### src/rtl/param_fifo.sv
// Single-clock parameterised FIFO with occupancy flags and error pulses.
// Read port is either registered (FWFT=0) or first-word-fall-through (FWFT=1).
module param_fifo #(
    parameter int WIDTH     = 32,
    parameter int DEPTH     = 16,
    parameter int AFULL_TH  = DEPTH - 2,
    parameter int AEMPTY_TH = 2,
    parameter int FWFT      = 0
) (
    input  logic                       clk,
    input  logic                       rstn,
    input  logic                       wr_en,
    input  logic [WIDTH-1:0]           din,
    input  logic                       rd_en,
    output logic [WIDTH-1:0]           dout,
    output logic                       rd_valid,
    output logic                       empty,
    output logic                       full,
    output logic                       almost_empty,
    output logic                       almost_full,
    output logic [$clog2(DEPTH):0]     count,
    output logic                       overflow,
    output logic                       underflow
);

    localparam int AW = $clog2(DEPTH);
    localparam int CW = AW + 1;
    localparam logic [CW-1:0] DEPTH_C = CW'(DEPTH);
    localparam logic [CW-1:0] AF_C    = CW'(AFULL_TH);
    localparam logic [CW-1:0] AE_C    = CW'(AEMPTY_TH);

    logic [WIDTH-1:0] mem [DEPTH];
    logic [AW-1:0]    wr_ptr;
    logic [AW-1:0]    rd_ptr;
    logic             rd_ok;
    logic             wr_ok;

    assign empty        = (count == '0);
    assign full         = (count == DEPTH_C);
    assign almost_full  = (count >= AF_C);
    assign almost_empty = (count <= AE_C);

    // A read frees a slot in the same edge, so a full FIFO still takes the write.
    assign rd_ok = rd_en && !empty;
    assign wr_ok = wr_en && (!full || rd_ok);

    // Storage is deliberately not reset.
    always_ff @(posedge clk) begin
        if (rstn && wr_ok) begin
            mem[wr_ptr] <= din;
        end
    end

    always_ff @(posedge clk) begin
        if (!rstn) begin
            wr_ptr    <= '0;
            rd_ptr    <= '0;
            count     <= '0;
            overflow  <= 1'b0;
            underflow <= 1'b0;
        end else begin
            overflow  <= wr_en && !wr_ok;
            underflow <= rd_en && empty;
            if (wr_ok) begin
                wr_ptr <= wr_ptr + AW'(1);
            end
            if (rd_ok) begin
                rd_ptr <= rd_ptr + AW'(1);
            end
            unique case ({wr_ok, rd_ok})
                2'b10:   count <= count + CW'(1);
                2'b01:   count <= count - CW'(1);
                default: count <= count;
            endcase
        end
    end

    if (FWFT == 0) begin : g_reg_read
        logic [WIDTH-1:0] dout_q;
        logic             rd_valid_q;

        always_ff @(posedge clk) begin
            if (!rstn) begin
                dout_q     <= '0;
                rd_valid_q <= 1'b0;
            end else begin
                rd_valid_q <= rd_ok;
                if (rd_ok) begin
                    dout_q <= mem[rd_ptr];
                end
            end
        end

        assign dout     = dout_q;
        assign rd_valid = rd_valid_q;
    end else begin : g_fwft_read
        // Masked while empty so stale storage never leaks after reset.
        assign dout     = empty ? '0 : mem[rd_ptr];
        assign rd_valid = !empty;
    end

endmodule

### config.mk
export PLATFORM = sky130hd
export DESIGN_NAME = param_fifo
export DESIGN_NICKNAME = d
export VERILOG_FILES = /design/src/rtl/param_fifo.sv
export SDC_FILE = /design/constraint.sdc
export NUM_CORES = 1
export LEC_CHECK = 0
export ABC_AREA = 1
export CORE_ASPECT_RATIO = 0.9
export CORE_UTILIZATION = 55
export DETAILED_ROUTE_END_ITERATION = 7
export GPL_TIMING_DRIVEN = 0
export HOLD_SLACK_MARGIN = 0.05
export PLACE_DENSITY = 0.76
export SYNTH_ARGS = -nofsm -noshare
export SYNTH_HDL_FRONTEND = slang
export SYNTH_SLANG_ARGS = --single-unit
export TNS_END_PERCENT = 10
### constraint.sdc
create_clock -name clk -period 2.8 [get_ports clk]
set_input_delay 0.28 -clock clk [delete_from_list [all_inputs] [get_ports clk]]
set_output_delay 0.28 -clock clk [all_outputs]
set_load 0.005 [all_outputs]
==> results by group <==
Run status
  – Outcome: finished with violations
  – Failing checks: design-rule violations, negative setup slack

Logic synthesis
  – Synth Area in Compound Gates: 0.0116
  – Post-synthesis adder-cell area fraction: 0.00509
  – Cells after synthesis: 2273
  – XOR/XNOR Fraction of Synth Area: 0.00111
  – Yosys cell types: 25
  – Sequential fraction of the synthesis area: 0.693
  – Simple-gate share of the synthesized area: 0.214
  – Top-area cell type share of the netlist area: 0.652
  – Syn_nets: 2318
  – Flop and latch count out of synthesis: 560
  – Synth Area per Inst: 10.4 µm²
  – Yosys top cell by area: edfxtp_1
  – Ranking of synthesized cells by area: edfxtp_1 65%, nand2_1 11%, nand3_1 7.7%
  – Syn. warnings: 0
  – Post-synthesis mux area share: 0
  – Mapped Area: 23600 µm²
  – Largest family of logic cells by synthesized area: simple AND/OR/NAND/NOR gates

Placed design
  – Routability cong.: 0.866
  – HPWL after DPL: 41800 µm
  – PortBufs: 79

GRT
  – Grt peak-use layer: met2
  – Pin count of the biggest net entering global routing: 20
  – Met2 Resource Use GR: 0.461
  – Met1 GRT Util: 0.401
  – First-pass GRT wire length: 94700 µm
  – Initial antenna violation count: 1
  – Gr ovfl total: 0
  – Gr usage total: 0.297
  – Vias in the first global route: 16165
  – Met3 usage: 0.0645

Die
  – Initial core utilization: 0.561
  – Ports: 80
  – FP Rows: 71
  – Die width: 220 µm
  – Die height: 198 µm
  – Die area: 43700 µm²
  – Core area: 42000 µm²

Timing
  – Min Tclk post-route: 2.80 ns
  – Final setup margin: -0.00325 ns
  – Fin crit share: 1.00
  – Slew HR: 0.284
  – Final Hold Fails: 0
  – Worst Tran Pin Value: 1.07 ns
  – RSZ-0062 raised after global routing: true
  – Setup Skew: 0.0329 ns
  – Final setup fails: 7
  – Max Slew Vio Count: 0
  – Highest clock rate: 357 MHz

Clock network
  – Hold-fix buffers, CTS: 0
  – Cts bufs inserted: 54
  – Clock Sink Count: 560
  – Clk root buf: clkbuf_16
  – H-Tree Depth: 2
  – Longest Clk Path Bufs: 3
  – CTS tree: yes
  – Clock latency on the worst-skew pair: 0.62 ns
  – Post-cts resize count: 0
  – Clock-pin slew on the worst setup and hold paths: 0.07 ns

Route
  – Wire length per cell: 21.4 µm
  – DRC violations left: 4
  – First DRT Iteration DRCs: 2345
  – Total wire length: 64600 µm
  – Vias/cell: 5.61
  – DR pass1 iterations: 8
  – Via Count: 16957
  – Post-DRT Antenna Nets: 0

Worst setup path
  – CP startpoint kind: flip-flop
  – FF-to-FF Start: count[1]
  – Reg-to-Reg End: mem[5][21]
  – CP Launch Point: count[1]
  – CP Capture Type: flip-flop
  – Worst R2R Setup Slack: -0.003 ns
  – WS Path Type: flip-flop to flip-flop
  – Critical Path AT: 3.10 ns
  – Crit path capture: mem[5][21]
  – Maximum fanout along the worst path: 17
  – Worst Path Required: 3.10 ns
  – Reg2Reg Depth: 9

Cells and area
  – Diodes inserted: 0
  – Layout Nets: 2474
  – Layout cells sized above 1: 0.0716
  – Util after Layout: 0.654
  – Area Growth Syn to Fin: 16.6%

Power
  – Overall power: 22.2 mW
  – Pwr/cell area: 806 nW/µm²
  – Worst vdd ir: 0.000550 V
  – P_leak: 11.3 nW

Job
  – Max_cap viols: 0

Worst hold path
  – Worst min-delay path class: primary input to flip-flop
-- synth_stat cells --
| cell | instances |
|---|---|
| nand2_1 | 697 |
| edfxtp_1 | 512 |
| nand3_1 | 365 |
| inv_1 | 307 |
| nor2_1 | 154 |
| dfxtp_1 | 48 |
| o21ai_0 | 38 |
| buf_2 | 37 |
| clkbuf_1 | 36 |
| buf_1 | 22 |
| buf_4 | 12 |
| buf_6 | 10 |
| a21oi_1 | 9 |
| ha_1 | 8 |
| inv_2 | 4 |
| o211ai_1 | 3 |
| nor3_1 | 2 |
| xor2_1 | 2 |
| a2111oi_0 | 1 |
| clkinv_1 | 1 |
| fa_1 | 1 |
| nand2_2 | 1 |
| nand3b_1 | 1 |
| o21bai_1 | 1 |
| xnor2_1 | 1 |
-- placed cells by master, fill, tap and decap left out, types with 16 or more instances in the layout --
cell type	n
buf_1	22
buf_16	16
buf_2	37
clkbuf_1	54
clkbuf_16	55
clkdlybuf4s50_1	79
dfxtp_1	48
edfxtp_1	512
inv_1	307
nand2_1	697
nand3_1	365
nor2_1	138
nor2_4	16
o21ai_0	38
-- routing by layer --
metal / up-vias / routed length [µm]
li1: 7733 / -
met1: 7918 / 24500
met2: 1100 / 29400
met3: 204 / 7800
met4: 2 / 2810
met5: - / 16
-- report_power, final --
part	total [mW]	switching, mW	internal (mW)
clock	7.37	3.06	4.31
combinational	5.25	3.54	1.71
sequential	9.54	0.149	9.39
-- logic make-up after synthesis --
family / Yosys count
simple gates: 1220
flops: 560
buf+inv: 429
compound gates: 52
fa+ha+maj: 9
xor+xnor: 3
-- critical path, stage by stage (launching register included) --
cell and delay [ns]:
dfxtp_1 0.46, nor2_1 0.12, nand2_1 0.07, nor2_1 0.05
nand2_1 0.13, nand2_1 0.15, nor2_1 0.22, nand2_1 0.28
nor2_4 0.70, buf_16 0.25
-- cell type report --
type,count,area (µm²)
Fill cell,3019,14500
Timing Repair Buffer,100,1320
Inverter,312,1170
Clock buffer,82,1570
Multi-Input combinational cell,1284,5590
Tap cell,547,684
Sequential cell,560,16300
Clock inverter,18,221
Buffer,117,606
-- stage by stage --
step                hold slack, ns  cells  setup TNS, ns  worst slack (ns)  instance area, µm²
detailed placement           0.541   2915         -40.81            -0.207               25600
floorplan                    0.379   2273         -61.26            -0.120               23600
finish                       0.281   3020        -0.0140          -0.00325               27500
global placement             0.484   2899        -974.77             -2.07               25100
global route                 0.290   3020         -12.61            -0.105               27500
CTS                          0.279   3015              0            0.0656               27400
-- sequential cells by signal, indices dropped and copies added, names as in the netlist --
name,count
count,5
rd_ptr,4
wr_ptr,4
mem,512
rd_valid,1
underflow,1
overflow,1
dout,32
-- worst min-delay path by stage --
stage / start / endpoint / slack (ns) / cells after the start
floorplan: din[0] / mem[0][0] / 0.38 / 0
global placement: wr_ptr[3] / wr_ptr[3] / 0.48 / 2
detailed placement: wr_ptr[3] / wr_ptr[3] / 0.54 / 2
CTS: rd_en / underflow / 0.28 / 3
global route: rd_en / underflow / 0.29 / 3
finish: rd_en / underflow / 0.28 / 3
-- timing repair --
action / CTS / global route
endpoints found under the setup margin: 0 / 258
hold endpoints to repair: 0 / 0
buffers inserted: 0 / 5
Note: power is estimated with default switching activity, not from simulation.
